`src/rtl/seg7_scan_if.sv`:
```
`default_nettype none
// ---------------------------------------------------------------------------
// seg7_scan_if : load/ready handshake carrying a DIGITS-nibble display value
// Rev 1.0
// ---------------------------------------------------------------------------
interface seg7_scan_if #(
  parameter int DIGITS = 4
) ();
  logic [4*DIGITS-1:0] data;
  logic                load;
  logic                ready;

  modport master (
    output data,
    output load,
    input  ready
  );

  modport slave (
    input  data,
    input  load,
    output ready
  );
endinterface
`default_nettype wire

```
`src/rtl/seg7_scan_driver.sv`:
```
`default_nettype none
// ---------------------------------------------------------------------------
// seg7_scan_driver : multiplexed 7-segment scanner with blanking, leading-zero
// suppression and frame-aligned commit of new values.   Rev 1.0
// ---------------------------------------------------------------------------
module seg7_scan_driver #(
  parameter int DIGITS   = 4,
  parameter int PRESCALE = 1000,
  parameter int BLANK    = 2
) (
  input  logic              clk,
  input  logic              nRST,
  seg7_scan_if.slave        bus,
  input  logic              nEN,
  input  logic              lzs,
  output logic [6:0]        seg,
  output logic [DIGITS-1:0] digit_n,
  output logic              frame
);

  localparam int CW = (PRESCALE > 1) ? $clog2(PRESCALE) : 1;
  localparam int DW = (DIGITS > 1) ? $clog2(DIGITS) : 1;
  localparam logic [CW-1:0] C_CNT_MAX = CW'(PRESCALE - 1);
  localparam logic [CW-1:0] C_BLANK   = CW'(BLANK);
  localparam logic [DW-1:0] C_DIG_MAX = DW'(DIGITS - 1);

  logic [CW-1:0]          r_cnt;
  logic [DW-1:0]          r_dig;
  logic [4*DIGITS-1:0]    r_act;
  logic [4*DIGITS-1:0]    r_pend;
  logic                   r_ready;
  logic [6:0]             r_seg;
  logic [DIGITS-1:0]      r_digit_n;
  logic                   r_frame;

  logic                   w_slot_tick;
  logic                   w_frame_tick;
  logic                   w_accept;
  logic                   w_commit;
  logic [3:0]             w_nib;
  logic                   w_run;
  logic                   w_lead_zero;
  logic                   w_suppress;
  logic                   w_drive;
  logic [6:0]             w_seg;
  logic [DIGITS-1:0]      w_digit_n;

  function automatic logic [6:0] f_decode(input logic [3:0] nib);
    logic [6:0] v;
    case (nib)
      4'h0:    v = 7'h3F;
      4'h1:    v = 7'h06;
      4'h2:    v = 7'h5B;
      4'h3:    v = 7'h4F;
      4'h4:    v = 7'h66;
      4'h5:    v = 7'h6D;
      4'h6:    v = 7'h7D;
      4'h7:    v = 7'h07;
      4'h8:    v = 7'h7F;
      4'h9:    v = 7'h6F;
      4'hA:    v = 7'h77;
      4'hB:    v = 7'h7C;
      4'hC:    v = 7'h39;
      4'hD:    v = 7'h5E;
      4'hE:    v = 7'h79;
      default: v = 7'h71;
    endcase
    return v;
  endfunction

  assign w_slot_tick  = (r_cnt == C_CNT_MAX);
  assign w_frame_tick = w_slot_tick && (r_dig == C_DIG_MAX);
  assign w_accept     = bus.load && r_ready;
  // Accept and commit are exclusive on ready, so a load on the frame tick
  // lands in the pending buffer only.
  assign w_commit     = w_frame_tick && !r_ready;

  always_ff @(posedge clk or negedge nRST) begin
    if (!nRST) begin
      r_cnt <= '0;
      r_dig <= '0;
    end else if (w_slot_tick) begin
      r_cnt <= '0;
      r_dig <= (r_dig == C_DIG_MAX) ? '0 : r_dig + 1'b1;
    end else begin
      r_cnt <= r_cnt + 1'b1;
    end
  end

  always_ff @(posedge clk or negedge nRST) begin
    if (!nRST) begin
      r_pend  <= '0;
      r_act   <= '0;
      r_ready <= 1'b1;
    end else if (w_accept) begin
      r_pend  <= bus.data;
      r_ready <= 1'b0;
    end else if (w_commit) begin
      r_act   <= r_pend;
      r_ready <= 1'b1;
    end
  end

  // Walk from the most significant nibble down so w_run tells whether every
  // nibble at or above the current position is zero.
  always_comb begin
    w_nib       = 4'h0;
    w_run       = 1'b1;
    w_lead_zero = 1'b0;
    for (int i = DIGITS - 1; i >= 0; i--) begin
      w_run = w_run && (r_act[4*i +: 4] == 4'h0);
      if (r_dig == DW'(i)) begin
        w_nib       = r_act[4*i +: 4];
        w_lead_zero = w_run;
      end
    end
  end

  always_comb begin
    w_suppress = lzs && (r_dig != '0) && w_lead_zero;
    w_drive    = !nEN && (r_cnt >= C_BLANK) && !w_suppress;
    w_digit_n  = '1;
    if (w_drive) begin
      w_digit_n[r_dig] = 1'b0;
    end
    w_seg = w_drive ? f_decode(w_nib) : 7'h00;
  end

  always_ff @(posedge clk or negedge nRST) begin
    if (!nRST) begin
      r_seg     <= 7'h00;
      r_digit_n <= '1;
      r_frame   <= 1'b0;
    end else begin
      r_seg     <= w_seg;
      r_digit_n <= w_digit_n;
      r_frame   <= w_frame_tick;
    end
  end

  assign seg       = r_seg;
  assign digit_n   = r_digit_n;
  assign frame     = r_frame;
  assign bus.ready = r_ready;

endmodule
`default_nettype wire

```
`src/flat_wrapper.sv`:
```
// flat-port wrapper written by rule: the top's interface ports become plain ports
module seg7_scan_driver_flat 
#(
  parameter int DIGITS   = 4,
  parameter int PRESCALE = 1000,
  parameter int BLANK    = 2
)
  (clk, nRST, nEN, lzs, seg, digit_n, frame, bus_data, bus_load, bus_ready);
  seg7_scan_if #(.DIGITS(DIGITS)) bus_i ();
  input  logic clk;
  input  logic nRST;
  input  logic nEN;
  input  logic lzs;
  output logic [6:0] seg;
  output logic [DIGITS-1:0] digit_n;
  output logic frame;
  input wire logic [$bits(bus_i.data)-1:0] bus_data;
  input wire logic [$bits(bus_i.load)-1:0] bus_load;
  output wire logic [$bits(bus_i.ready)-1:0] bus_ready;
  assign bus_i.data = bus_data;
  assign bus_i.load = bus_load;
  assign bus_ready = bus_i.ready;
  seg7_scan_driver #(.DIGITS(DIGITS), .PRESCALE(PRESCALE), .BLANK(BLANK)) u_core (.clk(clk), .nRST(nRST), .bus(bus_i), .nEN(nEN), .lzs(lzs), .seg(seg), .digit_n(digit_n), .frame(frame));
endmodule
```
`config.mk`:
```
export PLATFORM = sky130hd
export DESIGN_NAME = seg7_scan_driver_flat
export DESIGN_NICKNAME = d
export VERILOG_FILES = /design/src/rtl/seg7_scan_if.sv /design/src/rtl/seg7_scan_driver.sv /design/src/flat_wrapper.sv
export SDC_FILE = /design/constraint.sdc
export NUM_CORES = 1
export LEC_CHECK = 0
export CELL_PAD_IN_SITES_DETAIL_PLACEMENT = 0
export CELL_PAD_IN_SITES_GLOBAL_PLACEMENT = 2
export CORE_MARGIN = 2
export CORE_UTILIZATION = 37
export CTS_CLUSTER_SIZE = 30
export DETAILED_ROUTE_END_ITERATION = 8
export PLACE_DENSITY_LB_ADDON = 0.08
export SYNTH_ARGS = -nofsm -noshare
export SYNTH_HDL_FRONTEND = slang
export SYNTH_SLANG_ARGS = --single-unit
```
`constraint.sdc`:
```
create_clock -name clk -period 2.8 [get_ports clk]
set_clock_uncertainty 0.05 [all_clocks]
set_input_delay 0.7 -clock clk [delete_from_list [all_inputs] [get_ports clk]]
set_output_delay 0.7 -clock clk [all_outputs]
set_load 0.01 [all_outputs]
```
==> key figures, run 1 <==
Run status
  • Status: finished clean

Power
  • Peak supply drop: 253 uV
  • Clk network pwr share: 0.495
  • Share of power burned in registers: 0.468
  • Combinational power share: 0.037
  • P_sw: 0.000357 W
  • Sw frac: 0.201
  • Internal power: about 0.0014 W
  • Leak: roughly 1.5 nW
  • Pwr/cell area: 522 mW/mm^2

CTS
  • Post-cts repair resize count: 0
  • CTS Sinks: 57
  • Hold-fix buffers, CTS: 0
  • Skew-Pair Late Insertion Delay: 0.34 ns
  • Postcts setup bufs: 0
  • Clk pin slew, worst setup/hold paths: about 0.06 ns
  • CTS tree: built
  • H-tree depth: 3
  • CTS root buffer: clkbuf_8
  • Clock buffer depth: 2
  • CTS Buf Count: 9

Logic synthesis
  • Mean Syn Cell Area: approximately 12 sq um
  • Syn Inst Count: approximately 230
  • Top cell type's share of synthesized area: 0.477
  • Yosys top cell by area: dfrtp_1
  • Async SR Flop Fraction: 1.00
  • Seq/Total Area, Yosys: 0.525
  • Mapped Area: between 0.002 and 0.003 sq mm
  • Syn. warnings: 0
  • Dominant synthesized flop cell: dfrtp_1
  • Number of synthesized register bits: 57
  • Post-Syn Nets: 259
  • Synth unique cells: 48
  • EDFF count, synth: 0
  • Synth area leaders: dfrtp_1 48%, mux2_2 12%, ha_1 5.5%

Timing
  • Final critical-path share of the clock period: 0.883
  • Final setup vio count: 0
  • Final hold vios: 0
  • RSZ-0062 raised after global routing: no
  • Slew Limit Fails: 0
  • Achievable Freq: 405 MHz
  • Final TNS setup: 0 ns
  • Crit path time final: approximately 2.5 ns
  • Worst-Margin Slew: ~0.50 ns
  • Worst rel slew slack: 0.667

Setup path
  • CP Data Required Time: roughly 3.0 ns
  • Data arrival, critical path: about 2.7 ns
  • Slowest cell on crit path: ha_1
  • CP Max Fanout: 10
  • Critical path class: register to register
  • CP peak stage delay: about 0.48 ns
  • Crit. End Element: register
  • Startpoint Class: register
  • Cell Chain, Critical Path: inv_1 > ha_1 > nor3b_1 > a221oi_2 > inv_1 > ha_1 > mux2_4 > o211a_1

Global route
  • First-pass GRT wire length: between 9 and 10 mm
  • Tot GR Track Use: 0.143
  • Antenna violations before repair: 0
  • Vias in the first global route: 1863
  • Largest net degree at the start of global routing: 29
  • Total gr overflow: 0

Layout
  • Core Util, Final: 0.471
  • # fillers: between 600 and 700
  • Synthesis-to-layout area growth: 24.5%
  • Layout Nets: ~300
  • # diodes: 0
  • Share of cells above drive strength 1: 0.252

Die
  • Initial Util: 0.378
  • Overall die area: about 0.0081 sq mm
  • Die outline width: approximately 90 um
  • Chip height: approximately 90 um
  • Num rows: 31
  • CORE AREA: 0.00721 sq mm
  • # IOs: 34

Route
  • Post-route ant nets: 0
  • Post-Route WL: 5.24 mm
  • Final routed DRC violation total: 0
  • Routed vias/inst: a little under 5
  • Post-DR wirelength/cell: approximately 14 um
  • Routed via count: 1809
  • Pre-antenna DRT Iters: 4
  • DRT iter0 DRCs: 79

Place
  • Port Buffers: 33
  • Placer Congestion: between 0.7 and 0.8
  • DP HPWL: approximately 3.8 mm

Run
  • Max-cap violations: 0

Min path
  • Type of the worst min-delay path: input port to asynchronous set/reset pin
## state kept, by name (all words and copies together) (netlist names)
signal	cells
u_core.r_pend	16
u_core.bus.ready	1
u_core.seg	7
u_core.digit_n	4
u_core.r_dig	2
u_core.r_act	16
u_core.frame	1
u_core.r_cnt	10
## synthesized netlist by cell type (2+ instances only)
library cell  number
nor3_1             2
and2_1             2
o21a_1             2
o211ai_1           2
clkbuf_1           2
nor2_1            12
a21oi_1            3
nor4_1             5
nor3b_1            2
xor2_1             4
a211oi_1           4
inv_1             10
mux2_2            29
clkbuf_8           2
nand3b_1           2
ha_1              12
dfstp_2            5
o21ai_0            9
o221a_2            3
xnor2_1            3
nand2_1           21
nand3_1            9
mux2i_1            3
dfrtp_1           52
buf_4              3
## worst paths after layout
check / startpoint / slack, ns / end / depth (start not counted)
hold reg to reg: u_core.r_pend[3] / 0.44 / u_core.r_act[3] / 2
max in group asynchronous: nRST / 2.02 / u_core.bus.ready / 2
hold / removal: nRST / 0.1 / u_core.seg[6] / 1
setup reg to reg: u_core.r_dig[0] / 0.33 / u_core.seg[1] / 8
setup / recovery: u_core.r_dig[0] / 0.33 / u_core.seg[1] / 8
min in group clk: u_core.r_pend[3] / 0.44 / u_core.r_act[3] / 2
## area by class of cell
| class | count | area, sq um | area share |
|---|---|---|---|
| clock buffers | 12 | 155 | 0.0456 |
| clock inverters | 4 | 75.1 | 0.0221 |
| inverters | 10 | 37.5 | 0.0110 |
| multi-input cells | 151 | 1200 | 0.352 |
| flip-flops and latches | 57 | 1430 | 0.421 |
| well taps | 99 | 124 | 0.0364 |
| repair buffers | 40 | 378 | 0.111 |
## stage by stage
step,total power (W),cell area (sq um),hold WS [ns],setup slack (ns),instances
3_5_place_dp,0.000914,3170,0.425,0.336,357
6_report,0.00178,3400,0.0987,0.328,373
2_1_floorplan,0.000856,2730,0.354,0.334,226
4_1_cts,0.00181,3400,0.0835,0.305,373
5_1_grt,0.00185,3400,0.0923,0.161,373
3_3_place_gp,0.000914,3170,0.421,0.408,357
## layer usage
layer	wire length (um)	GRT usage	up-vias
met1	2470	0.185	879
li1	-	-	887
met4	81	0.0654	0
met3	228	0.0461	9
met5	0	0	-
met2	2470	0.220	34
## power by group through the flow
| stage | Clock, W | Combinational [W] | Sequential (W) |
|---|---|---|---|
| floorplan | 0 | 0.00000757 | 0.000849 |
| global placement | 0 | 0.0000682 | 0.000846 |
| detailed placement | 0 | 0.0000685 | 0.000845 |
| CTS | 0.000909 | 0.0000688 | 0.000830 |
| global route | 0.000948 | 0.0000742 | 0.000830 |
| finish | 0.000878 | 0.0000664 | 0.000830 |
## layout by cell type, fill, tap and decap left out, drive strengths merged, types with 3 or more instances in the layout
cell | netlist | routed
dfrtp | 52 | 52
clkdlybuf4s50 | 0 | 32
mux2 | 30 | 30
nand2 | 21 | 21
nor2 | 13 | 13
ha | 12 | 12
clkbuf | 5 | 12
inv | 10 | 10
nand3 | 10 | 10
o21ai | 9 | 9
buf | 3 | 8
nor4 | 6 | 6
dfstp | 5 | 5
xor2 | 4 | 4
a211oi | 4 | 4
xnor2 | 3 | 3
a21oi | 3 | 3
mux2i | 3 | 3
o221a | 3 | 3
nor3b | 3 | 3
## logic make-up (layout without fill, tap and decap cells)
family                     Yosys count  count (layout)  synth area share
AOI/OAI and AO/OA                   34              34            0.0953
xor gates and xnor gates             7               7            0.0225
adders and majority gates           12              12            0.0550
buffers and inverters               18              66            0.0367
DFF                                 57              57             0.525
muxes                               33              33             0.136
and+or+nand+nor                     65              65             0.130
## worst max-delay path: cells and delay by family (launching register included)
kind,cells,cell delay [ns]
buf+inv,2,0.26
simple gates,1,0.12
compound gates,2,0.44
flops,1,0.40
fa+ha+maj,2,0.82
mux,1,0.27
(Power assumes the default switching activity.)
==> run 2: changes to the inputs <==
--- a/config.mk
+++ b/config.mk
@@ -5,10 +5,11 @@
 export SDC_FILE = /design/constraint.sdc
 export NUM_CORES = 1
 export LEC_CHECK = 0
+export ABC_AREA = 1
 export CELL_PAD_IN_SITES_DETAIL_PLACEMENT = 0
 export CELL_PAD_IN_SITES_GLOBAL_PLACEMENT = 2
-export CORE_MARGIN = 2
-export CORE_UTILIZATION = 37
+export CORE_MARGIN = 5
+export CORE_UTILIZATION = 34
 export CTS_CLUSTER_SIZE = 30
 export DETAILED_ROUTE_END_ITERATION = 8
 export PLACE_DENSITY_LB_ADDON = 0.08
==> run 2 against run 1 <==
  * Die area grew 26%
  * Utilization shrank 4.7 points
  * Synthesized cell count grew 42%
  * Setup slack gained 0.15 ns
  * Count of clock-buffer cells in the layout shrank 2
  * Cell count grew 27%
  * Non-clock buffer count shrank 3
  * Sequential cell count is the same
  * Highest routed layer unchanged
==> key figures, run 2 <==
Timing
  • Worst-Margin Slew: 0.712 ns (+0.213 ns)
  • RSZ-0062 raised after global routing: no
  • Final setup vio count: 0 (unchanged)
  • Worst setup margin: 0.473 ns (+0.145 ns)
  • Final TNS setup: 0 ns (unchanged)
  • Crit path time final: 2.33 ns (-0.145 ns)
  • Final hold vios: 0 (unchanged)
  • Worst rel slew slack: 0.525 (-0.142)
  • Slew Limit Fails: 0 (unchanged)
  • Final critical-path share of the clock period: 0.831 (-0.0518)
  • Achievable Freq: 430 MHz (+6.2%)

Setup path
  • Startpoint Class: register
  • Data arrival, critical path: 2.53 ns (-0.12 ns)
  • Slowest cell on crit path: dfrtp_1
  • CP peak stage delay: 0.40 ns (-0.08 ns)
  • CP delay by family, top: adder cells
  • Crit. End Element: register
  • Cell Chain, Critical Path: inv_1 > ha_1 > clkinv_1 > nor2_1 > nor2_1 > a21boi_1 > ha_1 > inv_1 > nand2_1 > nand2_1 > o21ai_0 > nor2_1
  • Critical path class: register to register
  • CP Max Fanout: 10 (unchanged)
  • Buf/Inv on CP: 3 (+1)
  • Crit-path most repeated cell: nor2_1
  • CP Data Required Time: 3.01 ns (+0.03 ns)

Layout
  • Top flop regs: u_core.r_act: 16 flops, u_core.r_pend: 16 flops, u_core.r_cnt: 10 flops
  • Layout Nets: 395 (+31%)
  • Synthesis-to-layout area growth: 22.8%
  • # diodes: 0 (unchanged)
  • Share of cells above drive strength 1: 0.150 (-0.102)
  • Most common cell after layout, fill and taps aside: nand2_1
  • Seq. cell area: 0.00143 sq mm (unchanged)
  • Commonest non-fill, non-tap cells in the layout: 66 x nand2_1, 52 x dfrtp_1, 42 x inv_1
  • # fillers: 823 (+18%)
  • Multi-input logic area: 0.00114 sq mm (-4.4%)

Logic synthesis
  • Syn. warnings: 0 (unchanged)
  • Async SR Flop Fraction: 1.00 (unchanged)
  • Synth area leaders: dfrtp_1 46%, nand2_1 8.8%, inv_1 5.6%
  • Mean Syn Cell Area: 8.72 sq um (-28%)
  • Post-synth top cells: 66 x nand2_1, 52 x dfrtp_1, 42 x inv_1, 39 x nor2_1, 30 x a21oi_1
  • EDFF count, synth: 0 (unchanged)
  • Post-Syn Nets: 355 (+37%)
  • Most common cell in the synthesized netlist: nand2_1
  • Synth unique cells: 35 (-27%)
  • Mapped Area: 0.00281 sq mm (+2.9%)
  • Number of synthesized register bits: 57 (unchanged)
  • Yosys top cell by area: dfrtp_1
  • Seq/Total Area, Yosys: 0.510 (-0.0147)
  • Dominant synthesized flop cell: dfrtp_1
  • Syn Inst Count: 322 (+42%)
  • Top cell type's share of synthesized area: 0.463 (-0.0134)

CTS
  • Postcts setup bufs: 0 (unchanged)
  • Hold-fix buffers, CTS: 0 (unchanged)
  • CTS Sinks: 57 (unchanged)
  • Skew-Pair Late Insertion Delay: 0.33 ns (about the same)
  • H-tree depth: 3 (unchanged)
  • Post-cts repair resize count: 0 (unchanged)
  • CTS tree: built
  • Clock buffer depth: 2 (unchanged)
  • CTS root buffer: clkbuf_8
  • CTS Buf Count: 9 (unchanged)
  • Clk pin slew, worst setup/hold paths: 0.07 ns (about the same)

Global route
  • Tot GR Track Use: 0.123 (-0.0204)
  • First-pass GRT wire length: 9.88 mm (+8.4%)
  • Total gr overflow: 0 (unchanged)
  • Antenna violations before repair: 0 (unchanged)
  • Largest net degree at the start of global routing: 58 (+100%)
  • Vias in the first global route: 2127 (+14%)

Route
  • Routed vias/inst: 4.36 (-10%)
  • Post-route ant nets: 0 (unchanged)
  • Routed via count: 2059 (+14%)
  • Post-DR wirelength/cell: 11.4 um (-19%)
  • Post-Route WL: 5.39 mm (+2.7%)
  • Pre-antenna DRT Iters: 4 (unchanged)
  • DRT iter0 DRCs: 107 (+35%)
  • Final routed DRC violation total: 0 (unchanged)

Power
  • Clk network pwr share: 0.458 (-0.037)
  • Sw frac: 0.214 (+0.0128)
  • Peak supply drop: 183 uV (-28%)
  • Pwr/cell area: 517 mW/mm^2 (-1.0%)
  • Combinational power share: 0.058 (+0.021)
  • Share of power burned in registers: 0.484 (+0.016)
  • P_sw: 0.000382 W (+6.8%)
  • Leak: 1.74 nW (+14%)
  • Internal power: 0.00140 W (-1.2%)

Die
  • Overall die area: 0.0102 sq mm (+26%)
  • Chip height: 101 um (+12%)
  • # IOs: 34 (unchanged)
  • Die outline width: 101 um (+12%)
  • Initial Util: 0.345 (-0.0331)
  • CORE AREA: 0.00813 sq mm (+13%)
  • Num rows: 33 (+6.5%)

Place
  • Port Buffers: 33 (unchanged)
  • Placer Congestion: 0.759 (+1.3%)
  • DP HPWL: 3.92 mm (+4.4%)
  • DP Worst Slack: 0.468 ns (+0.132 ns)

Min path
  • Type of the worst min-delay path: register to register

Run
  • Max-cap violations: 0 (unchanged)

Run status
  • Status: finished clean
run 2: cell count changes in the layout (fill, tap and decap cells not counted), moves of 4 or more:
cell	before	now
a211oi_1	4	0
nor4_1	5	1
mux2_2	29	0
nor2_1	12	39
clkinv_2	0	4
o21ai_2	0	16
a21oi_1	3	30
inv_1	10	42
nor3_1	2	6
nand3_1	9	14
nand2_1	21	66
run 2: power by group through the flow:
stage	Combinational [W]	Sequential [W]	Clock [W]
final	0.000103	0.000863	0.000816
after global routing	0.000120	0.000866	0.000890
after CTS	0.000107	0.000863	0.000851
after detailed placement	0.000106	0.000878	0
after global placement	0.000105	0.000877	0
after floorplan	0.0000381	0.000881	0
run 2: cell families (layout without fill, tap and decap cells):
logic type / count (synthesis) / count (layout) / share of synthesized area
compound gates: 57 / 57 / 0.126
xor+xnor: 2 / 2 / 0.00624
fa+ha+maj: 12 / 12 / 0.0535
buf+inv: 54 / 99 / 0.0824
flops: 57 / 57 / 0.510
simple gates: 140 / 140 / 0.222
run 2: final cells by class:
cell class / count / area share
clock buffer: 10 / 0.0370
clock inverter: 6 / 0.0239
tap: 105 / 0.0381
sequential: 57 / 0.415
multi-input combinational: 211 / 0.332
timing repair buffer: 37 / 0.103
inverter: 46 / 0.0504
run 2: worst register-to-register path, delay by kind of cell, from the launching register on:
| family | cells | cell delay, ns |
|---|---|---|
| AOI/OAI and AO/OA | 2 | 0.44 |
| and+or+nand+nor | 5 | 0.39 |
| DFF | 1 | 0.40 |
| adders and majority gates | 2 | 0.66 |
| buffers and inverters | 3 | 0.32 |
run 2: final timing paths:
path,to,slack [ns],depth (start not counted),start
max,u_core.seg[3],0.47,12,u_core.r_dig[1]
max in group asynchronous,u_core.r_pend[6],1.77,2,nRST
min reg2reg,u_core.r_act[7],0.44,2,u_core.r_act[7]
min in group asynchronous,u_core.seg[1],0.46,2,nRST
min,u_core.r_act[7],0.44,2,u_core.r_act[7]
max reg2reg,u_core.seg[3],0.47,12,u_core.r_dig[1]
run 2: per-stage QoR:
| stage | util | total power [W] | cells | hold WS, ns | cell area [sq um] |
|---|---|---|---|---|---|
| after floorplan | - | 0.000919 | 322 | 0.354 | 2810 |
| after global placement | 0.398 | 0.000982 | 456 | 0.418 | 3240 |
| after detailed placement | 0.398 | 0.000985 | 456 | 0.425 | 3240 |
| after CTS | 0.424 | 0.00182 | 472 | 0.441 | 3450 |
| after global routing | 0.424 | 0.00188 | 472 | 0.460 | 3450 |
| final | 0.424 | 0.00178 | 472 | 0.435 | 3450 |
run 2: routing by layer:
metal  track usage  up-vias  share of wire
li1              -     1095              -
met1         0.170      913           0.51
met2         0.178       41           0.42
met3        0.0284       10          0.044
met4        0.0624        0          0.021
met5             0        -              0
==> run 3: changes to the inputs <==
==> constraint.sdc (replaced) <==
create_clock -name clk -period 2.4 [get_ports clk]
set_clock_uncertainty 0.05 [all_clocks]
set_input_delay 0.6 -clock clk [delete_from_list [all_inputs] [get_ports clk]]
set_output_delay 0.6 -clock clk [all_outputs]
set_load 0.01 [all_outputs]
==> run 3 against run 2 <==
  * Maximum frequency increased by 6.5%
  * Combinational power up 18%
  * Clock power is 16% higher
  * Setup slack worse by 0.26 ns
  * Routed wire length up 1.2%
  * Die area unchanged
  * Critical path depth increased by 1
  * Via count rose by 2.2%
  * Design area increased by 1.0%
  * Worst hold slack lost 0.23 ns
==> key figures, run 3 (synthesized netlist as in run 2, its figures left out) <==
CTS
  • Postcts setup bufs: 0 (unchanged)
  • Clk pin slew, worst setup/hold paths: 0.07 ns (about the same)
  • CTS Sinks: 57 (unchanged)
  • CTS root buffer: clkbuf_8
  • Post-cts repair resize count: 0 (unchanged)
  • Clock buffer depth: 2 (unchanged)
  • Hold-fix buffers, CTS: 0 (unchanged)
  • CTS tree: built
  • Skew-Pair Late Insertion Delay: 0.32 ns (about the same)
  • CTS Buf Count: 9 (unchanged)
  • H-tree depth: 3 (unchanged)

Route
  • DRT iter0 DRCs: 93 (-13%)
  • Post-DR wirelength/cell: 11.5 um (+0.99%)
  • Pre-antenna DRT Iters: 4 (unchanged)
  • Final routed DRC violation total: 0 (unchanged)
  • Routed vias/inst: 4.45 (+2.0%)
  • Post-route ant nets: 0 (unchanged)
  • Post-Route WL: 5.45 mm (+1.2%)
  • Routed via count: 2104 (+2.2%)

Layout
  • Layout Nets: 397 (+0.51%)
  • Share of cells above drive strength 1: 0.158 (+0.00774)
  • Post-route cell area: 0.00348 sq mm (+1.0%)
  • Top flop regs: u_core.r_act: 16 flops, u_core.r_pend: 16 flops, u_core.r_cnt: 10 flops
  • Synthesis-to-layout area growth: 24.0%
  • # fillers: 839 (+1.9%)
  • # diodes: 0 (unchanged)
  • Most common cell after layout, fill and taps aside: nand2_1
  • Commonest non-fill, non-tap cells in the layout: 66 x nand2_1, 52 x dfrtp_1, 42 x inv_1

Power
  • Peak supply drop: 308 uV (+68%)
  • Pwr/cell area: 596 mW/mm^2 (+15%)
  • Internal power: 0.00164 W (+17%)
  • Leak: 1.76 nW (+1.2%)
  • Clk network pwr share: 0.456 (-0.002)
  • P_sw: 0.000433 W (+14%)
  • Combinational power share: 0.059 (about the same)
  • Share of power burned in registers: 0.485 (about the same)
  • Sw frac: 0.209 (-0.00545)

Die
  • Overall die area: 0.0102 sq mm (unchanged)
  • Chip height: 101 um (unchanged)
  • CORE AREA: 0.00813 sq mm (unchanged)
  • Die outline width: 101 um (unchanged)
  • # IOs: 34 (unchanged)
  • Num rows: 33 (unchanged)
  • Initial Util: 0.345 (unchanged)

Place
  • Dpl cell area: 0.00327 sq mm (+0.85%)
  • Port Buffers: 33 (unchanged)
  • DP HPWL: 4.00 mm (+2.1%)
  • Placer Congestion: 0.752 (-0.91%)

Setup path
  • Critical path class: register to register
  • CP Max Fanout: 7 (-3)
  • Crit. End Element: register
  • Data arrival, critical path: 2.35 ns (-0.18 ns)
  • Startpoint Class: register
  • CP Data Required Time: 2.57 ns (-0.44 ns)

Run status
  • Status: finished clean

Timing
  • Worst-Margin Slew: 0.418 ns (-0.295 ns)
  • Crit path time final: 2.19 ns (-0.142 ns)
  • Final setup vio count: 0 (unchanged)
  • Final critical-path share of the clock period: 0.911 (+0.0795)
  • Final TNS setup: 0 ns (unchanged)
  • Final hold vios: 0 (unchanged)
  • Worst rel slew slack: 0.721 (+0.196)
  • Slew Limit Fails: 0 (unchanged)
  • RSZ-0062 raised after global routing: no
  • Achievable Freq: 458 MHz (+6.5%)

Min path
  • Type of the worst min-delay path: input port to asynchronous set/reset pin

Run
  • Max-cap violations: 0 (unchanged)

Global route
  • Total gr overflow: 0 (unchanged)
  • Vias in the first global route: 2113 (-0.66%)
  • First-pass GRT wire length: 9.96 mm (+0.77%)
  • Tot GR Track Use: 0.123 (+0.000615)
  • Antenna violations before repair: 0 (unchanged)
  • Largest net degree at the start of global routing: 58 (unchanged)
run 3: path summary, 6_finish.rpt:
| kind | from | end | slack [ns] | cells after the start |
|---|---|---|---|---|
| max in group asynchronous | nRST | u_core.bus.ready | 1.77 | 2 |
| min in group clk | u_core.r_act[7] | u_core.r_act[7] | 0.43 | 2 |
| max | u_core.r_dig[0] | u_core.seg[3] | 0.21 | 13 |
| max reg2reg | u_core.r_dig[0] | u_core.seg[3] | 0.21 | 13 |
| min | nRST | u_core.r_cnt[0] | 0.21 | 2 |
| min reg2reg | u_core.r_act[7] | u_core.r_act[7] | 0.43 | 2 |
run 3: cell type report:
type                       count  area (sq um)  share of cell area
clock inverter                 2          35.0              0.0101
sequential                    57          1430               0.411
multi-input combinational    211          1150               0.330
inverter                      46           174              0.0499
timing repair buffer          39           383               0.110
tap                          105           131              0.0377
clock buffer                  13           179              0.0514
run 3: worst max-delay path: stages (launching register included):
cell	delay (ns)
dfrtp_1	0.40
inv_1	0.12
ha_1	0.32
nand2_1	0.10
nand3_1	0.10
nand2_1	0.05
nand2_1	0.17
inv_1	0.12
ha_1	0.29
inv_1	0.03
nand2_1	0.05
nand2_1	0.06
o21ai_0	0.15
nor2_1	0.06
run 3: power groups by stage:
stage               logic (W)  clock network, W  registers (W)
global route         0.000140           0.00102        0.00101
global placement     0.000125                 0        0.00102
detailed placement   0.000127                 0        0.00102
floorplan           0.0000445                 0        0.00103
CTS                  0.000127          0.000978        0.00101
finish               0.000122          0.000947        0.00101
run 3: per-layer routing:
metal,share of wire,GRT usage,up-vias
met5,0,0,-
met4,0.021,0.0583,0
met2,0.44,0.182,35
met1,0.51,0.170,957
met3,0.038,0.0277,7
li1,-,-,1105
run 3: per-stage QoR:
stage | hold slack [ns] | utilization | setup slack, ns | instances | power, W
after global placement | 0.417 | 0.401 | 0.283 | 458 | 0.00115
after floorplan | 0.254 | - | 0.433 | 322 | 0.00107
after detailed placement | 0.425 | 0.401 | 0.196 | 458 | 0.00115
after global routing | 0.234 | 0.428 | 0.00936 | 473 | 0.00217
final | 0.209 | 0.428 | 0.215 | 473 | 0.00208
after CTS | 0.217 | 0.428 | 0.188 | 473 | 0.00211
